--- config.mk ---
export PLATFORM = sky130hd
export DESIGN_NAME = instr_fetch_unit_flat
export DESIGN_NICKNAME = d
export VERILOG_FILES = /design/src/rtl/instr_fetch_unit_pkg.sv /design/src/rtl/instr_fetch_unit_if.sv /design/src/rtl/instr_fetch_unit_next_pc_calc.sv /design/src/rtl/instr_fetch_unit.sv /design/src/flat_wrapper.sv
export SDC_FILE = /design/constraint.sdc
export NUM_CORES = 1
export LEC_CHECK = 0
export ABC_AREA = 1
export ABC_CLOCK_PERIOD_IN_PS = 1600
export CORE_UTILIZATION = 43
export DETAILED_ROUTE_END_ITERATION = 8
export DONT_BUFFER_PORTS = 1
export GPL_TIMING_DRIVEN = 0
export HOLD_SLACK_MARGIN = 0.08
export PLACE_DENSITY = 0.65
export SLEW_MARGIN = 20
export SYNTH_ARGS = -nofsm -noshare
export SYNTH_HDL_FRONTEND = slang
export SYNTH_SLANG_ARGS = --single-unit
--- constraint.sdc ---
create_clock -name clk -period 1.6 [get_ports clk]
set_input_delay 0.08 -clock clk [delete_from_list [all_inputs] [get_ports clk]]
set_output_delay 0.08 -clock clk [all_outputs]
set_load 0.1 [all_outputs]
--- src/rtl/instr_fetch_unit_pkg.sv ---
// rtl/instr_fetch_unit_pkg.sv - shared fetch-stage types and constants
// Purpose: next-PC select codes (shared with the control unit), fetch FSM
//   state encoding, instruction width and a word-alignment helper.
// Ports: none (package).
package instr_fetch_unit_pkg;

  localparam int unsigned ILEN = 32;

  typedef enum logic [1:0] {
    NEXT_SEQ  = 2'b00,
    NEXT_JALR = 2'b01,
    NEXT_JAL  = 2'b10,
    NEXT_BR   = 2'b11
  } next_sel_e;

  typedef enum logic [1:0] {
    S_REQ  = 2'b00,
    S_WAIT = 2'b01,
    S_HOLD = 2'b10,
    S_HALT = 2'b11
  } fetch_state_e;

  function automatic logic is_word_aligned(input logic [1:0] lsbs);
    return lsbs == 2'b00;
  endfunction

endpackage

--- src/rtl/instr_fetch_unit_if.sv ---
// rtl/instr_fetch_unit_if.sv - fetch-stage bus bundle (imem + decode side)
// Purpose: groups the instruction-memory request/response signals and the
//   decode/execute handshake of the fetch stage.
// Modports:
//   master - fetch unit: drives imem_req_o/imem_addr_o, instr_valid_o,
//            instr_o, pc_o, pc_plus4_o, misalign_o; receives imem_gnt_i,
//            imem_rvalid_i, imem_rdata_i, instr_ready_i, next_sel_i,
//            branch_taken_i, target_i.
//   slave  - memory / decode / execute side, directions mirrored.
interface instr_fetch_unit_if
  import instr_fetch_unit_pkg::*;
#(
  parameter int unsigned XLEN = 32
);

  logic            imem_req_o;
  logic [XLEN-1:0] imem_addr_o;
  logic            imem_gnt_i;
  logic            imem_rvalid_i;
  logic [ILEN-1:0] imem_rdata_i;

  logic            instr_valid_o;
  logic            instr_ready_i;
  logic [ILEN-1:0] instr_o;
  logic [XLEN-1:0] pc_o;
  logic [XLEN-1:0] pc_plus4_o;

  logic [1:0]      next_sel_i;
  logic            branch_taken_i;
  logic [XLEN-1:0] target_i;
  logic            misalign_o;

  modport master (
    output imem_req_o, imem_addr_o,
    input  imem_gnt_i, imem_rvalid_i, imem_rdata_i,
    output instr_valid_o, instr_o, pc_o, pc_plus4_o, misalign_o,
    input  instr_ready_i, next_sel_i, branch_taken_i, target_i
  );

  modport slave (
    input  imem_req_o, imem_addr_o,
    output imem_gnt_i, imem_rvalid_i, imem_rdata_i,
    input  instr_valid_o, instr_o, pc_o, pc_plus4_o, misalign_o,
    output instr_ready_i, next_sel_i, branch_taken_i, target_i
  );

endinterface

--- src/rtl/instr_fetch_unit_next_pc_calc.sv ---
// rtl/instr_fetch_unit_next_pc_calc.sv - combinational next-PC selection
// Purpose: selects the PC that follows an accepted instruction and flags a
//   non-word-aligned result.
// Ports:
//   pc_i           in  XLEN  address of the instruction being accepted
//   next_sel_i     in  2     seq / jalr / jal / branch select
//   branch_taken_i in  1     branch outcome (branch select only)
//   target_i       in  XLEN  jump/branch target
//   pc_plus4_o     out XLEN  pc_i + 4, modulo 2^XLEN
//   nxt_o          out XLEN  selected next PC
//   misalign_o     out 1     nxt_o is not word aligned
module instr_fetch_unit_next_pc_calc
  import instr_fetch_unit_pkg::*;
#(
  parameter int unsigned XLEN = 32
) (
  input  logic [XLEN-1:0] pc_i,
  input  logic [1:0]      next_sel_i,
  input  logic            branch_taken_i,
  input  logic [XLEN-1:0] target_i,
  output logic [XLEN-1:0] pc_plus4_o,
  output logic [XLEN-1:0] nxt_o,
  output logic            misalign_o
);

  localparam logic [XLEN-1:0] FOUR = XLEN'(4);

  // Plain truncating add: 0xFFFF_FFFC + 4 wraps to 0 with no flag.
  assign pc_plus4_o = pc_i + FOUR;

  always_comb begin
    nxt_o = pc_plus4_o;
    unique case (next_sel_e'(next_sel_i))
      NEXT_SEQ:  nxt_o = pc_plus4_o;
      // jalr clears bit 0 only; bit 1 may still be set and is caught below.
      NEXT_JALR: nxt_o = {target_i[XLEN-1:1], 1'b0};
      NEXT_JAL:  nxt_o = target_i;
      NEXT_BR:   nxt_o = branch_taken_i ? target_i : pc_plus4_o;
      default:   nxt_o = pc_plus4_o;
    endcase
  end

  assign misalign_o = !is_word_aligned(nxt_o[1:0]);

endmodule

--- src/rtl/instr_fetch_unit.sv ---
// rtl/instr_fetch_unit.sv - fetch stage: PC owner, single-outstanding imem fetch
// Purpose: issues one instruction-memory request at a time, holds the returned
//   word for decode until accepted, then advances the PC using the control
//   unit's select and the execute stage's branch outcome / target. A
//   misaligned next PC halts fetch until reset.
// Ports:
//   clk   in  1  rising-edge clock
//   rst_n in  1  asynchronous active-low reset
//   bus   master modport of instr_fetch_unit_if (imem request/response,
//         decode handshake, next-PC controls, misalign pulse)
module instr_fetch_unit
  import instr_fetch_unit_pkg::*;
#(
  parameter int unsigned     XLEN     = 32,
  parameter logic [XLEN-1:0] RESET_PC = '0
) (
  input  logic               clk,
  input  logic               rst_n,
  instr_fetch_unit_if.master bus
);

  fetch_state_e    state_q, state_d;
  logic [XLEN-1:0] pc_q, pc_d;
  logic [ILEN-1:0] instr_q, instr_d;
  logic            req_q, req_d;
  logic            valid_q, valid_d;
  logic            misalign_q, misalign_d;

  logic [XLEN-1:0] nxt_pc;
  logic [XLEN-1:0] pc_plus4;
  logic            nxt_misalign;

  instr_fetch_unit_next_pc_calc #(
    .XLEN(XLEN)
  ) u_next_pc_calc (
    .pc_i          (pc_q),
    .next_sel_i    (bus.next_sel_i),
    .branch_taken_i(bus.branch_taken_i),
    .target_i      (bus.target_i),
    .pc_plus4_o    (pc_plus4),
    .nxt_o         (nxt_pc),
    .misalign_o    (nxt_misalign)
  );

  always_comb begin
    state_d    = state_q;
    pc_d       = pc_q;
    instr_d    = instr_q;
    misalign_d = 1'b0;
    unique case (state_q)
      // req_q is low for the reset cycle even though state is S_REQ, so a
      // gnt seen then is not a grant of any request.
      S_REQ: begin
        if (req_q && bus.imem_gnt_i) begin
          state_d = S_WAIT;
        end
      end
      S_WAIT: begin
        if (bus.imem_rvalid_i) begin
          instr_d = bus.imem_rdata_i;
          state_d = S_HOLD;
        end
      end
      S_HOLD: begin
        if (bus.instr_ready_i) begin
          if (nxt_misalign) begin
            misalign_d = 1'b1;
            state_d    = S_HALT;
          end else begin
            pc_d    = nxt_pc;
            state_d = S_REQ;
          end
        end
      end
      S_HALT: begin
        state_d = S_HALT;
      end
      default: begin
        state_d = S_HALT;
      end
    endcase
    // Outputs are registered copies of the next-state decode.
    req_d   = (state_d == S_REQ);
    valid_d = (state_d == S_HOLD);
  end

  always_ff @(posedge clk or negedge rst_n) begin
    if (!rst_n) begin
      state_q    <= S_REQ;
      pc_q       <= RESET_PC;
      instr_q    <= '0;
      req_q      <= 1'b0;
      valid_q    <= 1'b0;
      misalign_q <= 1'b0;
    end else begin
      state_q    <= state_d;
      pc_q       <= pc_d;
      instr_q    <= instr_d;
      req_q      <= req_d;
      valid_q    <= valid_d;
      misalign_q <= misalign_d;
    end
  end

  assign bus.imem_req_o    = req_q;
  assign bus.imem_addr_o   = pc_q;
  assign bus.instr_valid_o = valid_q;
  assign bus.instr_o       = instr_q;
  assign bus.pc_o          = pc_q;
  assign bus.pc_plus4_o    = pc_plus4;
  assign bus.misalign_o    = misalign_q;

endmodule

--- src/flat_wrapper.sv ---
// flat-port wrapper written by rule: the top's interface ports become plain ports
module instr_fetch_unit_flat import instr_fetch_unit_pkg::*;
#(
  parameter int unsigned     XLEN     = 32,
  parameter logic [XLEN-1:0] RESET_PC = '0
)
  (clk, rst_n, bus_imem_req_o, bus_imem_addr_o, bus_imem_gnt_i, bus_imem_rvalid_i, bus_imem_rdata_i, bus_instr_valid_o, bus_instr_o, bus_pc_o, bus_pc_plus4_o, bus_misalign_o, bus_instr_ready_i, bus_next_sel_i, bus_branch_taken_i, bus_target_i);
  instr_fetch_unit_if #(.XLEN(XLEN)) bus_i ();
  input  logic clk;
  input  logic rst_n;
  output wire logic [$bits(bus_i.imem_req_o)-1:0] bus_imem_req_o;
  output wire logic [$bits(bus_i.imem_addr_o)-1:0] bus_imem_addr_o;
  input wire logic [$bits(bus_i.imem_gnt_i)-1:0] bus_imem_gnt_i;
  input wire logic [$bits(bus_i.imem_rvalid_i)-1:0] bus_imem_rvalid_i;
  input wire logic [$bits(bus_i.imem_rdata_i)-1:0] bus_imem_rdata_i;
  output wire logic [$bits(bus_i.instr_valid_o)-1:0] bus_instr_valid_o;
  output wire logic [$bits(bus_i.instr_o)-1:0] bus_instr_o;
  output wire logic [$bits(bus_i.pc_o)-1:0] bus_pc_o;
  output wire logic [$bits(bus_i.pc_plus4_o)-1:0] bus_pc_plus4_o;
  output wire logic [$bits(bus_i.misalign_o)-1:0] bus_misalign_o;
  input wire logic [$bits(bus_i.instr_ready_i)-1:0] bus_instr_ready_i;
  input wire logic [$bits(bus_i.next_sel_i)-1:0] bus_next_sel_i;
  input wire logic [$bits(bus_i.branch_taken_i)-1:0] bus_branch_taken_i;
  input wire logic [$bits(bus_i.target_i)-1:0] bus_target_i;
  assign bus_imem_req_o = bus_i.imem_req_o;
  assign bus_imem_addr_o = bus_i.imem_addr_o;
  assign bus_i.imem_gnt_i = bus_imem_gnt_i;
  assign bus_i.imem_rvalid_i = bus_imem_rvalid_i;
  assign bus_i.imem_rdata_i = bus_imem_rdata_i;
  assign bus_instr_valid_o = bus_i.instr_valid_o;
  assign bus_instr_o = bus_i.instr_o;
  assign bus_pc_o = bus_i.pc_o;
  assign bus_pc_plus4_o = bus_i.pc_plus4_o;
  assign bus_misalign_o = bus_i.misalign_o;
  assign bus_i.instr_ready_i = bus_instr_ready_i;
  assign bus_i.next_sel_i = bus_next_sel_i;
  assign bus_i.branch_taken_i = bus_branch_taken_i;
  assign bus_i.target_i = bus_target_i;
  instr_fetch_unit #(.XLEN(XLEN), .RESET_PC(RESET_PC)) u_core (.clk(clk), .rst_n(rst_n), .bus(bus_i));
endmodule
# After elaboration in Yosys (flattened, before gate mapping)

Index checks and enable logic that the tools add are counted.

Bits in registers: 69
Input port bits: 72
Word-level logic and storage cells: 31

Add/sub/neg operators: 1
Eq/ne operators: 7
Muxes and demuxes: 10
Reduce and logical (&&, ||, !) cells: 7

Operators with widths:

| operator                                      | number |
|---|---|
| one-hot mux 32 bit (4 select lines)           | 1 |
| adder 32 x 3 -> 32 bit, second input constant | 1 |
| 2-to-1 mux 32 bit                             | 1 |
| == test 2 bit, second input constant          | 5 |
| zero test 2 bit                               | 4 |
| 2-to-1 mux 2 bit                              | 4 |
| one-hot mux 2 bit (4 select lines)            | 1 |
| == test 2 x 1 -> 1 bit, second input constant | 2 |
| 2-to-1 mux 1 bit                              | 3 |
| AND reduction 3 bit                           | 1 |
| AND reduction 2 bit                           | 1 |
| logical AND 1 bit                             | 1 |

# Longest topological paths before layout

Depth in word-level cells: 8
Depth in mapped cells: 10
Gate-level depth less buffers: 10

# Hierarchy

A second synthesis with hierarchy kept.

Cell total of the unflattened synthesis: 628
Area total of the unflattened synthesis: 4450.5 um^2

Modules (own cells, without submodules):

| module                        | instances | cells an instance | area each (um^2) | seq. area each (um^2) |
|---|---|---|---|---|
| instr_fetch_unit              | 1         | 328               | 3035.4           | 1726.7 |
| instr_fetch_unit_next_pc_calc | 1         | 300               | 1415.1           | 0.0 |

# Worst setup path after synthesis

OpenSTA, ideal clock, no wires.

Path type: register to register
Start point: reg u_core.pc_q[3], in the netlist u_core.bus.imem_addr_o[3]
End point: reg u_core.pc_q[10], in the netlist u_core.bus.imem_addr_o[10]
Setup time: 81 ps
Arrival: 3586 ps
Required time: 1519 ps
Setup slack: -2067 ps
Cell stages (with the launch flop): 8
Clock period less this slack: 3667 ps
Cells stage by stage: dfrtp_1 ha_1 nand3_2 inv_2 nand2_4 xnor2_1 o21bai_1 o21ai_1

Cells in the longest elaborated chain, start to end: 3

RTL lines:

| element                                 | line                                | RTL |
|---|---|---|
| start, declared                         | instr_fetch_unit.sv:23              | `logic [XLEN-1:0] pc_q, pc_d;` |
| start signal, assigned                  | instr_fetch_unit.sv:97              | `pc_q <= pc_d;` |
| adder 32 x 3 -> 32 bit (*)              | instr_fetch_unit_next_pc_calc.sv:29 | `assign pc_plus4_o = pc_i + FOUR;` |
| net bus_pc_plus4_o[10]                  | flat_wrapper.sv:19                  | `output wire logic [$bits(bus_i.pc_plus4_o)-1:0] bus_pc_plus4_o;` |
| 2-to-1 mux 32 bit                       | instr_fetch_unit_next_pc_calc.sv:38 | `NEXT_BR: nxt_o = branch_taken_i ? target_i : pc_plus4_o;` |
| one-hot mux 32 bit (4 select lines) (*) | instr_fetch_unit_next_pc_calc.sv:33 | `unique case (next_sel_e'(next_sel_i))` |

Mark *: on every way through the listed nets, which the timed path passes. The rest lies on a longest branch.
A chain may end at the register's enable or synchronous reset.

# Worst setup path in the final report

Start point: reg u_core.pc_q[2], in the netlist u_core.bus.imem_addr_o[2]
End point: out bus_pc_plus4_o[21]

Cells in the longest elaborated chain, start to end: 1

RTL lines:

| element                | line |
|---|---|
| adder 32 x 3 -> 32 bit | instr_fetch_unit_next_pc_calc.sv:29 |
| end, declared          | flat_wrapper.sv:19 |

No other way between the ends.

==> flow_summary.toml <==
[cts]
clk_path_buf_depth = 2
clock_sinks = 69
cts_tree = "built"
cts_buffers = 9
insertion_delay_ps = 360
clkSlewWorstSetupHoldPaths_ps = 90
root_buffer = "clkbuf_8"
htree_levels = 3

[synthesis]
avgSynthCellArea_um2 = 6.86
synth.distinct_cells = 31
ys_warn_count = 0
syn_area_um2 = 4340
yosysSeqAreaShare = 0.398
syn_inst = 633
syn_nets = 706
synth_seq_cells = 69

[cells_and_area]
num_antenna_cells = 0
area_growth_pct = 42.3
layout_common_cells = "nand2_1, dlygate4sd3_1, nor2_1"
drive_gt1_frac = 0.290
final_common_cell = "nand2_1"
fin_nets = 806

[die]
die_h_um = 102
die_area_um2 = 10500
row_count = 36
core_um2 = 9770
dieWidth_um = 102
pin_count = 203
floorplan.initialDensity = 0.444

[route]
vias = 4416
drt-total-wl_um = 13800
post-route-drc-count = 0
ant_nets = 0
wire_per_inst_um = 15.9
via_per_inst = 5.07
drt_first_pass_iters = 5
drt_iter0_drc = 181

[worst_setup_path]
cp.required_ps = 1520
crit_type = "reg2out"
rrSetupSlack_ps = -920
cp-start-kind = "flip-flop"
worstPathArrival_ps = 2910
cp-end-kind = "primary output"
cp_max_fo = 6

[outcome]
status = "complete, but fails checks"
failed_checks = "hold timing, setup timing"

[timing]
fin_crit_ps = 2990
fin_crit_sh = 1.87
setup_tns_ps = -46220
drv_slew = 0
setup_ws_ps = -1390
finalSetupViolCount = 60
hold_ws_ps = -597
rsz0062_at_grt = "yes"
slew_headroom = 0.383
worst_clock_skew_ps = 12.3
hold_viol = 69
tightest_slew_ps = 926
clock.fmax_ghz = 0.335

[worst_hold_path]
holdCritPathClass = "in2async"

[grt]
grt.total_usage = 0.272
grt_max_degree = 70
overflow = 0
grt_pass1_wl_um = 21500
antenna_found_initial = 0
grt_pass1_vias = 4411

[flow_run]
maxCapViolations = 0

[placed_design]
io_buffers = 0
hpwl_um = 9360
finalWeightedCongestion = 0.879
## layer usage
| metal | global-route usage | part of all wire |
|---|---|---|
| met2 | 0.479 | 0.50 |
| met3 | 0.0718 | 0.080 |
| met1 | 0.311 | 0.39 |
| met5 | 0 | 0 |
| met4 | 0.112 | 0.028 |
## critical path, stage by stage, from the launching register on
cell        delay [ps]
dfrtp_4            660
clkinvlp_4         600
nor2_4             350
nand2_4            130
nor2_4             160
nand3_2            110
nand2_2            110
clkinvlp_4         410
## state kept, by name, indices dropped and copies added, names as in the netlist
signal,flops
u_core.bus.imem_addr_o,32
u_core.bus.imem_req_o,1
u_core.bus.instr_o,32
u_core.bus.instr_valid_o,1
u_core.bus.misalign_o,1
u_core.state_q,2
## final timing paths
kind / start / to / cells after the start
setup / recovery: u_core.bus.imem_addr_o[2] / bus_pc_plus4_o[21] / 7
hold / removal: rst_n / u_core.bus.imem_addr_o[10] / 0
setup reg to reg: u_core.bus.imem_addr_o[2] / u_core.bus.imem_addr_o[17] / 8
hold reg to reg: u_core.state_q[0] / u_core.state_q[1] / 2
max in group asynchronous: rst_n / u_core.bus.imem_addr_o[1] / 0
min in group clk: bus_target_i[20] / u_core.bus.imem_addr_o[20] / 4
## through the flow
step	instance area, um2	utilization	hold slack, ps	setup slack [ps]	instances
final	6180	0.632	-597	-1390	871
after global routing	6180	0.632	-620	-1460	871
after CTS	6010	0.614	-607	-1380	867
after detailed placement	4800	0.491	-214	-1060	766
after global placement	4800	0.491	-213	-1040	766
after floorplan	4630	-	-216	-784	633
## Yosys cell counts
cell      number  area share
clkbuf_1       7      0.0061
clkbuf_4       1      0.0017
buf_2          3      0.0035
nand2_2        4      0.0058
dfrtp_1       69        0.40
and2_1        14       0.020
buf_1          1     0.00086
nand3_1       41       0.047
nand2_1      236        0.20
a21oi_1       14       0.016
inv_1         62       0.054
or2_2          4      0.0058
xnor2_1        1      0.0020
ha_1           1      0.0029
buf_6          3      0.0078
nand4_4        1      0.0049
nor3_1        12       0.014
nor2_2         4      0.0058
buf_4         36       0.062
mux2i_1        1      0.0023
o21ai_0       17       0.020
nand2_4        2      0.0052
nand3_2        1      0.0023
nor2_1        73       0.063
nand4_1        1      0.0014
o21ai_1        3      0.0035
o21bai_1       5      0.0086
inv_2          3      0.0026
xor2_1         5       0.010
nor2_4         6       0.016
o211ai_1       2      0.0035
## logic make-up after synthesis
logic type,share of synthesized area
xor gates and xnor gates,0.0121
adders and majority gates,0.00288
and+or+nand+nor,0.395
DFF,0.398
buffers and inverters,0.138
AOI/OAI and AO/OA,0.0513
muxes,0.00231
## timing repair
item / in CTS / in global routing
cloned: 1 / 0
hold endpoints to repair: 134 / 70
setup endpoints to repair: 71 / 81
hold buffers: 65 / 1
gates resized for setup: 44 / 43
buffers inserted: 19 / 5
pin swaps: 13 / 12
## final cells by class
class	instances	area, um2
Fill cell	825	3600
Tap cell	133	166
Timing Repair Buffer	89	900
Clock inverter	6	113
Buffer	51	370
Multi-Input combinational cell	448	2370
Inverter	65	279
Sequential cell	69	1850
Clock buffer	10	128
Power is not shown: default switching activity piles up to over one toggle a cycle in this logic, so the estimate is an artifact.
